### src/rtl/uart_tx_arb.sv
// Shares one UART transmitter between command responses and decimated heading telemetry.
// Responses always win arbitration; a two-byte telemetry frame is never split by a response.
module uart_tx_arb #(
    parameter int unsigned DECIM   = 8,
    parameter logic [3:0]  TLM_HDR = 4'hC
) (
    input  logic        clk,
    input  logic        rst_n,
    input  logic        send_resp,
    input  logic [7:0]  resp_in,
    output logic        resp_sent,
    input  logic        tlm_en,
    input  logic        heading_rdy,
    input  logic [11:0] heading,
    output logic [7:0]  tx_data,
    output logic        trmt,
    input  logic        tx_done,
    output logic [7:0]  drop_cnt,
    output logic        busy
);

    localparam logic [1:0] ST_IDLE   = 2'd0;
    localparam logic [1:0] ST_RESP   = 2'd1;
    localparam logic [1:0] ST_TLM_HI = 2'd2;
    localparam logic [1:0] ST_TLM_LO = 2'd3;
    localparam logic [7:0] DEC_LAST  = 8'(DECIM - 1);

    logic [1:0]  state_r;
    logic [1:0]  state_nx_s;
    logic        resp_pend_r;
    logic [7:0]  resp_q_r;
    logic [7:0]  dec_cnt_r;
    logic        tlm_pend_r;
    logic [11:0] tlm_snap_r;
    logic [11:0] tlm_frame_r;
    logic [7:0]  drop_cnt_r;
    logic [7:0]  tx_data_r;
    logic [7:0]  tx_data_nx_s;
    logic        trmt_r;
    logic        trmt_nx_s;
    logic        resp_sent_r;
    logic        resp_sent_nx_s;
    logic        busy_r;

    logic        capture_s;
    logic        resp_req_s;
    logic [7:0]  resp_byte_s;
    logic        launch_resp_s;
    logic        launch_tlm_s;

    // A send_resp arriving while idle is served directly so trmt follows it by one cycle.
    assign capture_s     = tlm_en & heading_rdy & (dec_cnt_r == DEC_LAST);
    assign resp_req_s    = resp_pend_r | send_resp;
    assign resp_byte_s   = send_resp ? resp_in : resp_q_r;
    assign launch_resp_s = (state_r == ST_IDLE) & resp_req_s;
    assign launch_tlm_s  = (state_r == ST_IDLE) & ~resp_req_s & tlm_pend_r & tlm_en;

    // Next-state and launch decode for the transmit sequencer.
    always_comb begin
        state_nx_s     = state_r;
        trmt_nx_s      = 1'b0;
        tx_data_nx_s   = tx_data_r;
        resp_sent_nx_s = 1'b0;
        case (state_r)
            ST_IDLE: begin
                if (launch_resp_s) begin
                    state_nx_s   = ST_RESP;
                    trmt_nx_s    = 1'b1;
                    tx_data_nx_s = resp_byte_s;
                end else if (launch_tlm_s) begin
                    state_nx_s   = ST_TLM_HI;
                    trmt_nx_s    = 1'b1;
                    tx_data_nx_s = {TLM_HDR, tlm_snap_r[11:8]};
                end else begin
                    state_nx_s = ST_IDLE;
                end
            end
            ST_RESP: begin
                if (tx_done) begin
                    state_nx_s     = ST_IDLE;
                    resp_sent_nx_s = 1'b1;
                end else begin
                    state_nx_s = ST_RESP;
                end
            end
            ST_TLM_HI: begin
                if (tx_done) begin
                    state_nx_s   = ST_TLM_LO;
                    trmt_nx_s    = 1'b1;
                    tx_data_nx_s = tlm_frame_r[7:0];
                end else begin
                    state_nx_s = ST_TLM_HI;
                end
            end
            ST_TLM_LO: begin
                if (tx_done) begin
                    state_nx_s = ST_IDLE;
                end else begin
                    state_nx_s = ST_TLM_LO;
                end
            end
            default: begin
                state_nx_s = ST_IDLE;
            end
        endcase
    end

    // Sequencer state and registered UART-side outputs.
    always_ff @(posedge clk or negedge rst_n) begin
        if (!rst_n) begin
            state_r     <= ST_IDLE;
            trmt_r      <= 1'b0;
            tx_data_r   <= 8'h00;
            resp_sent_r <= 1'b0;
            busy_r      <= 1'b0;
        end else begin
            state_r     <= state_nx_s;
            trmt_r      <= trmt_nx_s;
            tx_data_r   <= tx_data_nx_s;
            resp_sent_r <= resp_sent_nx_s;
            busy_r      <= (state_nx_s != ST_IDLE);
        end
    end

    // Pending response; the launch consumes any same-cycle request too.
    always_ff @(posedge clk or negedge rst_n) begin
        if (!rst_n) begin
            resp_pend_r <= 1'b0;
            resp_q_r    <= 8'h00;
        end else if (launch_resp_s) begin
            resp_pend_r <= 1'b0;
        end else if (send_resp) begin
            resp_pend_r <= 1'b1;
            resp_q_r    <= resp_in;
        end else begin
            resp_pend_r <= resp_pend_r;
        end
    end

    // Heading decimation counter, held at zero while telemetry is disabled.
    always_ff @(posedge clk or negedge rst_n) begin
        if (!rst_n) begin
            dec_cnt_r <= 8'h00;
        end else if (!tlm_en) begin
            dec_cnt_r <= 8'h00;
        end else if (heading_rdy) begin
            dec_cnt_r <= capture_s ? 8'h00 : dec_cnt_r + 8'h01;
        end else begin
            dec_cnt_r <= dec_cnt_r;
        end
    end

    // Snapshot staging: captures land in tlm_snap_r; tlm_frame_r stays frozen for the frame in flight.
    always_ff @(posedge clk or negedge rst_n) begin
        if (!rst_n) begin
            tlm_pend_r  <= 1'b0;
            tlm_snap_r  <= 12'h000;
            tlm_frame_r <= 12'h000;
        end else begin
            if (!tlm_en) begin
                tlm_pend_r <= 1'b0;
            end else if (capture_s) begin
                tlm_pend_r <= 1'b1;
            end else if (launch_tlm_s) begin
                tlm_pend_r <= 1'b0;
            end else begin
                tlm_pend_r <= tlm_pend_r;
            end
            if (capture_s) begin
                tlm_snap_r <= heading;
            end else begin
                tlm_snap_r <= tlm_snap_r;
            end
            if (launch_tlm_s) begin
                tlm_frame_r <= tlm_snap_r;
            end else begin
                tlm_frame_r <= tlm_frame_r;
            end
        end
    end

    // Overwriting an unsent snapshot counts as a drop; a snapshot being launched is not lost.
    always_ff @(posedge clk or negedge rst_n) begin
        if (!rst_n) begin
            drop_cnt_r <= 8'h00;
        end else if (capture_s && tlm_pend_r && !launch_tlm_s && (drop_cnt_r != 8'hFF)) begin
            drop_cnt_r <= drop_cnt_r + 8'h01;
        end else begin
            drop_cnt_r <= drop_cnt_r;
        end
    end

    assign tx_data   = tx_data_r;
    assign trmt      = trmt_r;
    assign resp_sent = resp_sent_r;
    assign drop_cnt  = drop_cnt_r;
    assign busy      = busy_r;

endmodule

### config.mk
export PLATFORM = sky130hd
export DESIGN_NAME = uart_tx_arb
export DESIGN_NICKNAME = d
export VERILOG_FILES = /design/src/rtl/uart_tx_arb.sv
export SDC_FILE = /design/constraint.sdc
export NUM_CORES = 1
export LEC_CHECK = 0
export ABC_AREA = 1
export CAP_MARGIN = 25
export CORE_UTILIZATION = 58
export DETAILED_ROUTE_END_ITERATION = 7
export HOLD_SLACK_MARGIN = 0.05
export MAX_ROUTING_LAYER = met4
export PLACE_DENSITY = 0.87
export SLEW_MARGIN = 20
export SYNTH_ARGS = -nofsm -noshare
export SYNTH_HDL_FRONTEND = slang
export SYNTH_SLANG_ARGS = --single-unit
### constraint.sdc
create_clock -name clk -period 3.2 [get_ports clk]
set_input_delay 0.32 -clock clk [delete_from_list [all_inputs] [get_ports clk]]
set_output_delay 0.32 -clock clk [all_outputs]
set_load 0.02 [all_outputs]
==> out/qor.tcl <==
set qor(outcome) {finished clean}
set qor(die_x_um) 72.5
set qor(max_fo_critical_path) 18
set qor(gr-usage-met3_pct) 5.97
set qor(ys_warn_count) 0
set qor(grt_antenna_before_repair) 0
set qor(crit_path_time_final_ns) 1.83
set qor(layout.nets) 428
set qor(drv.max_cap_violation_count) 0
set qor(worst_ir_drop_on_vdd_mv) 0.291
set qor(netlist.top_cell.by_area) {dfrtp_1}
set qor(busiest_layer) {met2}
set qor(share_of_layout_cells_above_drive_strength_1_pct) 8.91
set qor(seqPwrFrac_pct) 43.3
set qor(io_buffer_count) 44
set qor(design.die.area_um2) 5250
set qor(fp-row-count) 25
set qor(drt_first_iter_violations) 167
set qor(cts_root_buf) {clkbuf_8}
set qor(timing.final.crit_share_pct) 57.1
set qor(synthFlopType) {dfrtp_1}
set qor(grt_first_pass_wirelength_um) 9800
set qor(cts_tree) {yes}
set qor(grt.overflow.total) 0
set qor(slew_violations) 0
set qor(drt-vias-per-instance) 5.12
set qor(firstDrtPassIters) 4
set qor(clock.fmax_mhz) 547
set qor(mostFrequentLayoutCells) {nand2_1, dfrtp_1, clkdlybuf4s50_1, inv_1, o21ai_0}
set qor(maximum_clock_insertion_buffer_count) 2
set qor(ioPinCount) 45
set qor(yosysTopAreaCellShare_pct) 51.2
set qor(final_common_cell) {nand2_1}
set qor(routed_wire_length_per_instance_um) 12.6
set qor(power.density_cell_area_nw_per_um2) 616
set qor(coreArea_um2) 4750
set qor(reg_to_reg_critical_path_startpoint) {dec_cnt_r[1]$_DFFE_PN0P_}
set qor(final.fill_count) 347
set qor(synth_instances) 350
set qor(cts.htree.levels) 3
set qor(cts_sinks) 59
set qor(groute.layer.met1.usage_pct) 30.8
set qor(crit_required_ns) 3.42
set qor(setup.worst_path.start) {send_resp}
set qor(yosys.cell_types.count) 27
set qor(gpl.final_weighted_congestion) 0.876
set qor(totalWireLength_um) 5910
set qor(cellLeakagePower_nw) 1.82
set qor(worst_skew_pair.late_latency_ns) 0.34
set qor(internal-power_mw) 1.50
set qor(place_hpwl_um) 4090
set qor(worst-endpoint-arrival_ns) 2.05
set qor(synth-edff-count) 0
set qor(worstSetupPathType) {in -> reg}
set qor(flow.area_growth_from_synthesis_pct) 23.4
set qor(placed_area_um2) 3350
set qor(initial_core_util_pct) 60.6
set qor(syn_avg_cell_area_um2) 8.23
set qor(ys_top_cells_by_area) {dfrtp_1, nand2_1, o21ai_0}
set qor(first_global_vias) 2249
set qor(end_kind) {flop}
set qor(finalHoldViolCount) 0
set qor(worst_slew_margin_rel_pct) 56.9
set qor(pin_slew_with_the_least_headroom_to_its_limit_ns) 0.645
set qor(drc_violation_count_after_routing) 0
set qor(clk_transition_reported_paths_ns) 0.06
set qor(async_reset_ff_share_pct) 100
set qor(post_cts_resize_count) 0
set qor(drtAntennaViolNets) 0
set qor(antenna_cells) 0
set qor(synth_sequential_area_ratio_pct) 51.2
set qor(final_design_area_no_fill_um2) 3560
set qor(yosys_register_bits) 59
set qor(setup_repair_after_global_routing_missed_its_margin) {no}
set qor(pwr-share-comb_pct) 26.8
set qor(synth_nets) 378
set qor(netlist_area_um2) 2880
set qor(grt_start_max_net_pins) 43
set qor(place.detailed.instances) 455
set qor(clock-skew-final_ns) 0.00639
set qor(p_sw_mw) 0.692
set qor(cts_inserted_buffers) 9
set qor(groute.layer.met2.usage_pct) 40.7
set qor(hold_path.class) {in -> async}
set qor(route.vias.total) 2411
set qor(startpoint_type) {primary input}
set qor(totalNegativeSetupSlack_ns) 0
set qor(grt_use_total_pct) 25.7
set qor(floorplan.die.height_um) 72.5
set qor(final_cell_count_no_fill) 471
set qor(switching_share_pct) 31.6
set qor(setup_viol) 0
set qor(clock_power_share_pct) 29.9
-- area by class of cell --
class                           count  area, um^2  share of cell area (%)
Sequential cell                    59        1480                    41.5
Multi-Input combinational cell    246        1200                    33.7
Clock inverter                      1        5.00                   0.141
Inverter                           38         145                    4.08
Clock buffer                       14         193                    5.42
Timing Repair Buffer               46         453                    12.7
Tap cell                           67        83.8                    2.36
-- state kept, by name, summed over array words and instances (netlist names) --
signal and count:
tx_data 8, tlm_pend_r 1, tlm_snap_r 12, drop_cnt 8, resp_pend_r 1, tlm_frame_r 8, dec_cnt_r 8, resp_sent 1
state_r 2, trmt 1, resp_q_r 8, busy 1
-- critical path, cell delays in order --
cell,delay [ns]
clkdlybuf4s50_1,0.74
o21ai_4,0.53
o211ai_1,0.20
or2_1,0.25
-- stage by stage --
stage	hold WS (ns)	worst slack [ns]	utilization [%]	power, mW
2_1_floorplan	0.0244	1.77	-	1.32
3_3_place_gp	0.264	1.13	70.4	1.53
3_5_place_dp	0.265	1.07	70.4	1.54
4_1_cts	0.439	1.41	74.8	2.21
5_1_grt	0.484	1.24	74.8	2.31
6_report	0.445	1.37	74.8	2.19
-- synth_stat cells (2+ instances only) --
library cell and n:
o21ai_0 31, buf_6 4, nor2_1 15, inv_2 3, o22ai_1 2, nor2_4 5, nand2_2 2, nand3_4 3
nand3b_1 2, nand4_1 3, ha_1 2, buf_2 3, inv_1 34, nor3b_1 2, nand3_1 24, dfrtp_1 59
nand2_1 142, xor2_1 5
-- layer usage --
| metal | wire, um | share of wire [%] |
|---|---|---|
| met5 | 0 | 0 |
| met2 | 2820 | 48 |
| met4 | 172 | 2.9 |
| met1 | 2650 | 45 |
| met3 | 275 | 4.7 |
-- worst paths after layout --
path	end	slack, ns	depth (start not counted)
min in group clk	tx_data[0]$_DFFE_PN0P_	0.48	2
setup / recovery	busy$_DFF_PN0_	1.37	4
max in group asynchronous	resp_q_r[5]$_DFFE_PN0N_	1.89	3
hold / removal	resp_q_r[3]$_DFFE_PN0N_	0.44	2
hold reg to reg	tx_data[0]$_DFFE_PN0P_	0.48	2
setup reg to reg	drop_cnt[5]$_DFFE_PN0P_	1.45	7
-- repair_timing --
item / CTS / global route
endpoints found under the hold margin: 17 / 0
buffers inserted: 0 / 0
hold buffers: 1 / 0
-- power groups by stage --
stage | Clock [mW] | Sequential [mW] | Combinational, mW
finish | 0.655 | 0.950 | 0.588
global route | 0.696 | 0.964 | 0.649
CTS | 0.665 | 0.950 | 0.590
detailed placement | 0 | 0.962 | 0.582
global placement | 0 | 0.960 | 0.568
floorplan | 0 | 1.03 | 0.283
-- cells by family after synthesis --
kind of cell | synth area share [%]
xor gates and xnor gates | 1.52
buffers and inverters | 7.12
and+or+nand+nor | 32.4
AOI/OAI and AO/OA | 6.82
adders and majority gates | 0.868
DFF | 51.2
Power figures use the tool's default switching activity.
